### src/rtl/rtc_rd_seq_if.sv
// Multiplexed address/data bus and strobes between the read sequencer and the RTC chip.
interface rtc_rd_seq_if;
    logic [7:0] ad_in;
    logic [7:0] ad_out;
    logic       ad_oe;
    logic       cs_n;
    logic       as_n;
    logic       rd_n;
    logic       wr_n;

    modport master (
        input  ad_in,
        output ad_out, ad_oe, cs_n, as_n, rd_n, wr_n
    );

    modport slave (
        output ad_in,
        input  ad_out, ad_oe, cs_n, as_n, rd_n, wr_n
    );
endinterface

### src/rtl/rtc_rd_seq.sv
// Reads seconds..year (RTC registers 0x21..0x26) over a multiplexed bus and
// pulses one load enable per field with the captured byte on dseg.
module rtc_rd_seq #(
    parameter int T_PH = 4
) (
    input  logic                clk,
    input  logic                reset,
    input  logic                start,
    rtc_rd_seq_if.master        bus,
    output logic [7:0]          dseg,
    output logic                en_seg,
    output logic                en_min,
    output logic                en_hora,
    output logic                en_dia,
    output logic                en_mes,
    output logic                en_anio,
    output logic                busy,
    output logic                done
);

    typedef enum logic [2:0] {IDLE, ADDR, GAP, DATA, CAP, RECOV} state_t;

    localparam logic [7:0] PH_LAST    = 8'(T_PH - 1);
    localparam logic [7:0] FIRST_ADDR = 8'h21;

    // Initial values give the reset state at power-up as well.
    state_t     state_reg  = IDLE;
    logic [7:0] cnt_reg    = 8'h00;
    logic [2:0] idx_reg    = 3'd0;
    logic [7:0] ad_out_reg = 8'h00;
    logic       ad_oe_reg  = 1'b0;
    logic       cs_n_reg   = 1'b1;
    logic       as_n_reg   = 1'b1;
    logic       rd_n_reg   = 1'b1;
    logic       wr_n_reg   = 1'b1;
    logic [7:0] dseg_reg   = 8'h00;
    logic [5:0] en_reg     = 6'd0;
    logic       busy_reg   = 1'b0;
    logic       done_reg   = 1'b0;

    logic       ph_last;
    logic [2:0] idx_inc;

    assign ph_last = (cnt_reg == PH_LAST);
    assign idx_inc = idx_reg + 3'd1;

    always_ff @(posedge clk) begin
        if (reset) begin
            state_reg  <= IDLE;
            cnt_reg    <= 8'h00;
            idx_reg    <= 3'd0;
            ad_out_reg <= 8'h00;
            ad_oe_reg  <= 1'b0;
            cs_n_reg   <= 1'b1;
            as_n_reg   <= 1'b1;
            rd_n_reg   <= 1'b1;
            wr_n_reg   <= 1'b1;
            dseg_reg   <= 8'h00;
            en_reg     <= 6'd0;
            busy_reg   <= 1'b0;
            done_reg   <= 1'b0;
        end else begin
            en_reg   <= 6'd0;
            done_reg <= 1'b0;
            case (state_reg)
                IDLE: begin
                    if (start) begin
                        state_reg  <= ADDR;
                        cnt_reg    <= 8'h00;
                        idx_reg    <= 3'd0;
                        busy_reg   <= 1'b1;
                        ad_out_reg <= FIRST_ADDR;
                        ad_oe_reg  <= 1'b1;
                        cs_n_reg   <= 1'b0;
                        as_n_reg   <= 1'b0;
                        wr_n_reg   <= 1'b0;
                        rd_n_reg   <= 1'b1;
                    end
                end
                ADDR: begin
                    if (ph_last) begin
                        state_reg <= GAP;
                        cnt_reg   <= 8'h00;
                        ad_oe_reg <= 1'b0;
                        cs_n_reg  <= 1'b1;
                        as_n_reg  <= 1'b1;
                        wr_n_reg  <= 1'b1;
                    end else begin
                        cnt_reg <= cnt_reg + 8'd1;
                    end
                end
                GAP: begin
                    if (ph_last) begin
                        state_reg <= DATA;
                        cnt_reg   <= 8'h00;
                        cs_n_reg  <= 1'b0;
                        rd_n_reg  <= 1'b0;
                    end else begin
                        cnt_reg <= cnt_reg + 8'd1;
                    end
                end
                DATA: begin
                    // Byte is latched on the last read cycle so it is stable for all of CAP.
                    if (ph_last) begin
                        state_reg <= CAP;
                        cnt_reg   <= 8'h00;
                        dseg_reg  <= bus.ad_in;
                        en_reg    <= 6'd1 << idx_reg;
                        cs_n_reg  <= 1'b1;
                        rd_n_reg  <= 1'b1;
                    end else begin
                        cnt_reg <= cnt_reg + 8'd1;
                    end
                end
                CAP: begin
                    state_reg <= RECOV;
                    cnt_reg   <= 8'h00;
                end
                RECOV: begin
                    if (ph_last) begin
                        cnt_reg <= 8'h00;
                        if (idx_reg == 3'd5) begin
                            state_reg <= IDLE;
                            busy_reg  <= 1'b0;
                            done_reg  <= 1'b1;
                        end else begin
                            state_reg  <= ADDR;
                            idx_reg    <= idx_inc;
                            ad_out_reg <= FIRST_ADDR + {5'd0, idx_inc};
                            ad_oe_reg  <= 1'b1;
                            cs_n_reg   <= 1'b0;
                            as_n_reg   <= 1'b0;
                            wr_n_reg   <= 1'b0;
                        end
                    end else begin
                        cnt_reg <= cnt_reg + 8'd1;
                    end
                end
                default: begin
                    state_reg <= IDLE;
                end
            endcase
        end
    end

    assign bus.ad_out = ad_out_reg;
    assign bus.ad_oe  = ad_oe_reg;
    assign bus.cs_n   = cs_n_reg;
    assign bus.as_n   = as_n_reg;
    assign bus.rd_n   = rd_n_reg;
    assign bus.wr_n   = wr_n_reg;

    assign dseg    = dseg_reg;
    assign en_seg  = en_reg[0];
    assign en_min  = en_reg[1];
    assign en_hora = en_reg[2];
    assign en_dia  = en_reg[3];
    assign en_mes  = en_reg[4];
    assign en_anio = en_reg[5];
    assign busy    = busy_reg;
    assign done    = done_reg;

endmodule
### src/flat_wrapper.sv
// flat-port wrapper written by rule: the top's interface ports become plain ports
module rtc_rd_seq_flat 
#(
    parameter int T_PH = 4
)
  (clk, reset, start, dseg, en_seg, en_min, en_hora, en_dia, en_mes, en_anio, busy, done, bus_ad_in, bus_ad_out, bus_ad_oe, bus_cs_n, bus_as_n, bus_rd_n, bus_wr_n);
  rtc_rd_seq_if bus_i ();
  input  logic clk;
  input  logic reset;
  input  logic start;
  output logic [7:0] dseg;
  output logic en_seg;
  output logic en_min;
  output logic en_hora;
  output logic en_dia;
  output logic en_mes;
  output logic en_anio;
  output logic busy;
  output logic done;
  input wire logic [$bits(bus_i.ad_in)-1:0] bus_ad_in;
  output wire logic [$bits(bus_i.ad_out)-1:0] bus_ad_out;
  output wire logic [$bits(bus_i.ad_oe)-1:0] bus_ad_oe;
  output wire logic [$bits(bus_i.cs_n)-1:0] bus_cs_n;
  output wire logic [$bits(bus_i.as_n)-1:0] bus_as_n;
  output wire logic [$bits(bus_i.rd_n)-1:0] bus_rd_n;
  output wire logic [$bits(bus_i.wr_n)-1:0] bus_wr_n;
  assign bus_i.ad_in = bus_ad_in;
  assign bus_ad_out = bus_i.ad_out;
  assign bus_ad_oe = bus_i.ad_oe;
  assign bus_cs_n = bus_i.cs_n;
  assign bus_as_n = bus_i.as_n;
  assign bus_rd_n = bus_i.rd_n;
  assign bus_wr_n = bus_i.wr_n;
  rtc_rd_seq #(.T_PH(T_PH)) u_core (.clk(clk), .reset(reset), .start(start), .bus(bus_i), .dseg(dseg), .en_seg(en_seg), .en_min(en_min), .en_hora(en_hora), .en_dia(en_dia), .en_mes(en_mes), .en_anio(en_anio), .busy(busy), .done(done));
endmodule
### config.mk
export PLATFORM = sky130hd
export DESIGN_NAME = rtc_rd_seq_flat
export DESIGN_NICKNAME = d
export VERILOG_FILES = /design/src/rtl/rtc_rd_seq_if.sv /design/src/rtl/rtc_rd_seq.sv /design/src/flat_wrapper.sv
export SDC_FILE = /design/constraint.sdc
export NUM_CORES = 1
export LEC_CHECK = 0
export ABC_AREA = 1
export CORE_MARGIN = 2
export CORE_UTILIZATION = 31
export DETAILED_ROUTE_END_ITERATION = 10
export SLEW_MARGIN = 20
export SYNTH_ARGS = -nofsm -noshare
export SYNTH_HDL_FRONTEND = slang
export SYNTH_SLANG_ARGS = --single-unit
export TNS_END_PERCENT = 20
### constraint.sdc
create_clock -name clk -period 1.6 [get_ports clk]
set_input_delay 0.32 -clock clk [delete_from_list [all_inputs] [get_ports clk]]
set_output_delay 0.32 -clock clk [all_outputs]
set_load 0.1 [all_outputs]
==> metrics.txt, run 1 <==
Layout Area Growth over Synthesis 43.7%; outcome finished, final reports clean; Final period util 0.927; CP Max Fanout 7; NetSw 2.07 mW; RR Endpoint u_core.cnt_reg[5]; DR vias/cell 4.58; mapped cell area 1980 sq um; final setup fails 0; slowest cell on the critical path dfxtp_2; CP Cell Sequence ha_1 > nand2_1 > nor2_2 > nand2_1 > buf_4 > nand2_1 > nand2_2 > o211ai_1 > nor2_2; Detailed Place HPWL 3340 microns; worst reg2reg path depth 9; clock power share 0.186; RSZ-0062 raised after global routing no; IO Pins 40; HP Class reg2reg; Worst setup endpoint u_core.cnt_reg[5]; Internal 2.35 mW; # port buffers 36; Die H 84.0 microns; Max Cap Viol 0; clock sink count 39; nets@finish 337; Power Dens Cells 1550 nW/um^2; Yosys warnings 0; final antenna-violating net count 0; FP Rows 29; Final Hold Vio Count 0; Max VDD drop 1.75 mV; WP depth 9; P_leak 1.19 nW; most frequent cells in the layout nor2_1 (53), nand2_1 (50), dfxtp_1 (34); CP most frequent cell nand2_1; Placer Congestion 0.882; first-pass GRT wire length 7590 microns; startpoint types register; CTS buffer count 5; layout cells sized above 1 0.264; die width 84.0 microns; crit path DAT 1.67 ns; routed len/inst 11.2 microns; setup TNS 0 ns; GRT overflow 0; most common cell after layout, fill and taps aside nor2_1; maximum root-to-sink buffer count 2; Buf/Inv on CP 1; DRT Wirelength 4460 microns; CORE AREA 6280 sq um; register clock-pin slew on the reported worst setup and hold paths 0.07 ns; CP Capture Type register; r2r setup slk 0.12 ns; pin count of the biggest net entering global routing 16; insertion delay to the later sink of the worst-skew pair 0.29 ns; vias in the first global route 1744; Synth Register Bits 39; fin. max-slew vios 0; count of different cell masters after synthesis 32; CP peak stage delay 0.36 ns; switch share 0.468; number of filler cells placed in the layout 636; Antenna Cells 0; kind of cell adding the most delay to the critical path simple AND/OR/NAND/NOR gates; # DRC 0; Power Total 4.42 mW; CTS H-tree depth 2; sequential share of power 0.291; total track usage 0.132; critical path class reg2reg; Crit. Startpoint u_core.cnt_reg[1]; Fmax achieved 674 MHz; Post-Syn Instances 273; via count 1827; Combinational Power Share 0.523; Seq/Total Area, Yosys 0.394; Final Skew 0.00527 ns; root buf cell clkbuf_8; R2R Path Start u_core.cnt_reg[1]; CTS tree done; initial core utilization 0.316; antenna violations before repair 0; minimum clock period 1.48 ns; DRT Pass-1 Iters 4; WP data required 1.78 ns; Post CTS Setup Buffer Count 0; Die ar. 7050 sq um; initial DRC count 74; Mean Syn Cell Area 7.26 sq um
-- power by group through the flow --
stage / Sequential [mW] / Combinational [mW] / Clock [mW]
after global placement: 1.30 / 2.30 / 0
final: 1.29 / 2.32 / 0.821
after CTS: 1.28 / 2.32 / 0.849
after detailed placement: 1.31 / 2.31 / 0
after global routing: 1.30 / 2.48 / 0.895
after floorplan: 1.87 / 1.06 / 0
-- synthesized netlist by cell type --
cell type  instances  area share
a211oi_1           1      0.0038
a21oi_1           17       0.043
a21oi_2            1      0.0044
a31oi_1            1      0.0032
buf_2              1      0.0025
buf_4              5       0.019
buf_6              3       0.017
clkbuf_1           2      0.0038
conb_1             1      0.0019
dfxtp_1           39        0.39
ha_1               5       0.032
inv_1             22       0.042
inv_2              6       0.011
inv_4              1      0.0032
nand2_1           51       0.097
nand2_2            5       0.016
nand2_4            2       0.011
nand3_1           19       0.048
nand3_2            2       0.010
nand3_4            3       0.026
nand4_1            3      0.0095
nor2_1            53        0.10
nor2_2             2      0.0063
nor2_4             2       0.011
nor3_1             3      0.0076
nor3_2             4       0.020
nor3b_2            1      0.0063
o211ai_1           1      0.0038
o21ai_0            5       0.013
o21ai_1           10       0.025
o21ai_2            1      0.0044
xor2_1             1      0.0044
-- cells by family (layout without fill, tap and decap cells) --
logic type                 Yosys count  after routing  synth area share
and+or+nand+nor                    150            150             0.370
buffers and inverters               40             87            0.0984
DFF                                 39             39             0.394
AOI/OAI and AO/OA                   37             37             0.100
adders and majority gates            5              5            0.0315
other                                1              3           0.00189
xor gates and xnor gates             1              1           0.00442
-- worst reg2reg max path, stage by stage (launching register included) --
cell and delay, ns:
dfxtp_2 0.36, ha_1 0.17, nand2_1 0.07, nor2_2 0.15, nand2_1 0.11, buf_4 0.18, nand2_1 0.11, nand2_2 0.07
o211ai_1 0.12, nor2_2 0.06
-- stage by stage --
| step | worst slack, ns | cells | hold WS, ns | utilization | area, sq um |
|---|---|---|---|---|---|
| detailed placement | 0.0527 | 391 | 0.485 | 0.435 | 2730 |
| global placement | 0.0584 | 391 | 0.475 | 0.435 | 2730 |
| global route | 0.0165 | 399 | 0.510 | 0.454 | 2850 |
| finish | 0.116 | 399 | 0.491 | 0.454 | 2850 |
| floorplan | 0.176 | 275 | 0.455 | - | 1990 |
| CTS | 0.0285 | 399 | 0.496 | 0.453 | 2840 |
-- how the worst min path moves through the flow --
stage | cells past startpoint | slack, ns | from | endpoint
after global placement | 2 | 0.47 | u_core.bus.ad_out[5] | u_core.bus.ad_out[5]
final | 2 | 0.49 | u_core.bus.ad_out[5] | u_core.bus.ad_out[5]
after CTS | 2 | 0.50 | u_core.bus.ad_out[5] | u_core.bus.ad_out[5]
after global routing | 2 | 0.51 | u_core.cnt_reg[1] | u_core.cnt_reg[1]
after detailed placement | 2 | 0.48 | u_core.bus.ad_out[5] | u_core.bus.ad_out[5]
after floorplan | 2 | 0.45 | bus_ad_in[0] | u_core.dseg[0]
-- layer usage --
layer  global-route usage  wire length, microns
met5                    0                     0
met4               0.0455                    67
met3               0.0534                   318
met2                0.211                  1950
met1                0.159                  2120
-- cell type report --
cell class | count | area (sq um) | area share
Multi-Input combinational cell | 196 | 1020 | 0.357
Sequential cell | 39 | 787 | 0.276
Timing Repair Buffer | 50 | 726 | 0.255
Inverter | 29 | 111 | 0.0391
Tap cell | 77 | 96.3 | 0.0338
Clock buffer | 5 | 68.8 | 0.0241
Clock inverter | 3 | 43.8 | 0.0154
-- timing repair --
action / CTS / global route
setup endpoints to repair: 0 / 23
resized for setup: 0 / 6
hold buffers: 0 / 0
No activity file was read; power rests on OpenSTA's default activity.
==> run 2: changes to the inputs <==
--- a/config.mk
+++ b/config.mk
@@ -8,6 +8,8 @@
 export ABC_AREA = 1
 export CORE_MARGIN = 2
 export CORE_UTILIZATION = 31
+export CTS_BUF_LIST = sky130_fd_sc_hd__clkbuf_4 sky130_fd_sc_hd__clkbuf_8 sky130_fd_sc_hd__clkbuf_16
+export CTS_CLUSTER_DIAMETER = 50
 export DETAILED_ROUTE_END_ITERATION = 10
 export SLEW_MARGIN = 20
 export SYNTH_ARGS = -nofsm -noshare
==> results of run 2 <==
Same layout as run 1: the final DEF is identical, and so are final timing and power.
==> run 3: changes to the inputs <==
--- a/config.mk
+++ b/config.mk
@@ -5,12 +5,12 @@
 export SDC_FILE = /design/constraint.sdc
 export NUM_CORES = 1
 export LEC_CHECK = 0
-export ABC_AREA = 1
 export CORE_MARGIN = 2
 export CORE_UTILIZATION = 31
 export CTS_BUF_LIST = sky130_fd_sc_hd__clkbuf_4 sky130_fd_sc_hd__clkbuf_8 sky130_fd_sc_hd__clkbuf_16
 export CTS_CLUSTER_DIAMETER = 50
 export DETAILED_ROUTE_END_ITERATION = 10
+export HOLD_SLACK_MARGIN = 0.06
 export SLEW_MARGIN = 20
 export SYNTH_ARGS = -nofsm -noshare
 export SYNTH_HDL_FRONTEND = slang
==> metrics.txt, run 3 <==
outcome complete, but fails checks; violated checks setup timing; final setup fails 8 (+8); HP Class reg2reg; Post-synth top cells dfxtp_1 (39), nor2_1 (22), nand2_1 (13), nor3_1 (11), mux2i_1 (10); crit path DAT 1.85 ns (+0.18 ns); top post-synthesis cells by area dfxtp_1 (43%), mux2i_1 (5.5%), nor2_1 (4.5%); Yosys warnings 0 (unchanged); routed len/inst 12.4 microns (+11%); maximum root-to-sink buffer count 2 (unchanged); nets@finish 292 (-13%); RSZ-0062 raised after global routing yes; Fmax achieved 596 MHz (-12%); area of the multi-input gates 1040 sq um (+2.5%); worst setup margin -0.0773 ns (-0.194 ns); register area 791 sq um (+0.48%); # DRC 0 (unchanged); final non-filler cell area 2990 sq um (+5.0%); GRT overflow 0 (unchanged); Synth Register Bits 39 (unchanged); via count 1658 (-9.3%); Post-synth top flop dfxtp_1; CTS tree done; Max Cap Viol 0 (unchanged); pin count of the biggest net entering global routing 32 (+16); Seq/Total Area, Yosys 0.429 (+0.0355); register clock-pin slew on the reported worst setup and hold paths 0.08 ns (about the same); DRT Pass-1 Iters 4 (unchanged); die width 80.6 microns (-4.0%); mapped cell area 1820 sq um (-8.3%); Power Dens Cells 689 nW/um^2 (-56%); R2R Path Start u_core.idx_reg[1]; sequential share of power 0.490 (+0.199); DR vias/cell 4.75 (+3.8%); Placer Congestion 0.810 (-8.1%); number of filler cells placed in the layout 529 (-17%); vias in the first global route 1579 (-9.5%); CTS H-tree depth 2 (unchanged); Worst setup endpoint u_core.bus.ad_out[3]; startpoint types register; antenna violations before repair 0 (unchanged); CORE AREA 5570 sq um (-11%); worst reg2reg path depth 6 (-3); Die H 80.6 microns (-4.0%); setup TNS -0.513 ns (-0.513 ns); DRT Wirelength 4330 microns (-2.8%); post-layout util 0.537 (+0.0831); NetSw 0.592 mW (-71%); final antenna-violating net count 0 (unchanged); clock sink count 39 (unchanged); Die ar. 6500 sq um (-7.9%); Max VDD drop 0.556 mV (-68%); fin. max-slew vios 0 (unchanged); Combinational Power Share 0.181 (-0.342); P_leak 1.25 nW (+4.6%); r2r setup slk -0.08 ns (-0.19 ns); IO Pins 40 (unchanged); layout cells sized above 1 0.383 (+0.119); CP Capture Type register; first-pass GRT wire length 7340 microns (-3.3%); Internal 1.47 mW (-37%); minimum clock period 1.68 ns (+0.194 ns); most common cell in the synthesized netlist dfxtp_1; CP Max Fanout 5 (-2); # port buffers 36 (unchanged); FP Rows 27 (-6.9%); Post CTS Setup Buffer Count 0 (unchanged); Layout Area Growth over Synthesis 64.6%; Antenna Cells 0 (unchanged); Post-synth ARST share 0 (unchanged); switch share 0.287 (-0.181); initial DRC count 86 (+16%); CTS buffer count 5 (unchanged); count of different cell masters after synthesis 47 (+47%); Final period util 1.05 (+0.121); area fraction of the dominant cell type after synthesis 0.429 (+0.0355); most common cell after layout, fill and taps aside buf_4; number of synthesized flops with an enable pin 0 (unchanged); RR Endpoint u_core.bus.ad_out[3]; Post-Syn Instances 199 (-27%); critical path class reg2reg; placed instance area 2860 sq um (+4.7%); Crit. Startpoint u_core.idx_reg[1]; Mean Syn Cell Area 9.14 sq um (+26%); post-synth top area cell dfxtp_1; root buf cell clkbuf_8; pre-CTS WS -0.345 ns (-0.398 ns); clock power share 0.329 (+0.143); Final Hold Vio Count 0 (unchanged); insertion delay to the later sink of the worst-skew pair 0.29 ns (about the same); Hold Buf Count CTS 0 (unchanged); total track usage 0.147 (+0.0151); most frequent cells in the layout buf_4 (44), dfxtp_1 (35), buf_12 (27); Final Skew 0.00841 ns (+0.00314 ns); initial core utilization 0.326 (+0.0104); WP data required 1.77 ns (about the same); Detailed Place HPWL 3290 microns (-1.4%)
run 3: cell types whose count changed after synthesis, moves of 6 or more:
cell / change
o21ai_1: -10
mux2i_1: +10
inv_2: -6
nor3_1: +8
nand2_1: -38
inv_1: -19
a21oi_1: -8
nor2_1: -31
nand3_1: -13
run 3: kinds of logic (layout without fill, tap and decap cells):
logic type,count (synthesis),count (layout),share of synthesized area
flops,39,39,0.429
xor+xnor,8,8,0.0385
mux,10,10,0.0550
fa+ha+maj,5,5,0.0344
compound gates,30,30,0.110
simple gates,90,90,0.287
other cells,1,3,0.00206
buf+inv,16,92,0.0433
run 3: worst min-delay path by stage:
stage,startpoint,end,cells past startpoint
3_5_place_dp,u_core.cnt_reg[7],u_core.cnt_reg[7],2
5_1_grt,u_core.bus.ad_out[1],u_core.bus.ad_out[1],2
3_3_place_gp,u_core.cnt_reg[7],u_core.cnt_reg[7],2
6_report,u_core.cnt_reg[7],u_core.cnt_reg[7],2
2_1_floorplan,u_core.cnt_reg[0],u_core.cnt_reg[0],1
4_1_cts,u_core.cnt_reg[7],u_core.cnt_reg[7],2
run 3: power by group through the flow:
stage	sequential (mW)	combinational (mW)	clock, mW
finish	1.01	0.374	0.678
global route	1.01	0.394	0.756
CTS	1.01	0.372	0.707
detailed placement	1.03	0.366	0
global placement	1.03	0.364	0
floorplan	1.12	0.141	0
run 3: per-stage QoR:
| stage | power [mW] | hold WS (ns) | std cells |
|---|---|---|---|
| CTS | 2.09 | 0.507 | 349 |
| floorplan | 1.26 | 0.458 | 201 |
| finish | 2.06 | 0.503 | 349 |
| global placement | 1.40 | 0.489 | 341 |
| global route | 2.16 | 0.545 | 349 |
| detailed placement | 1.40 | 0.497 | 341 |
run 3: layer usage:
layer  share of wire  global-route usage  vias up
li1                -                   -      860
met1            0.50               0.202      758
met2            0.44               0.215       35
met3           0.036              0.0393        5
met4           0.016              0.0610        0
met5               0                   0        -
run 3: timing repair:
item,in CTS,in global routing
pin swaps,3,3
setup endpoints to repair,15,25
resized for setup,9,5
cloned,0,0
run 3: layout make-up:
type / count / share of cell area
multi-input combinational: 146 / 0.348
clock inverter: 1 / 0.00167
clock buffer: 7 / 0.0280
timing repair buffer: 81 / 0.324
inverter: 3 / 0.00376
sequential: 39 / 0.264
tap: 72 / 0.0301
run 3: worst max-delay path: stages (launching register included):
cell,delay (ns)
dfxtp_1,0.33
inv_1,0.05
ha_1,0.19
and2_1,0.20
or4bb_4,0.60
nand2_2,0.11
o32ai_2,0.07
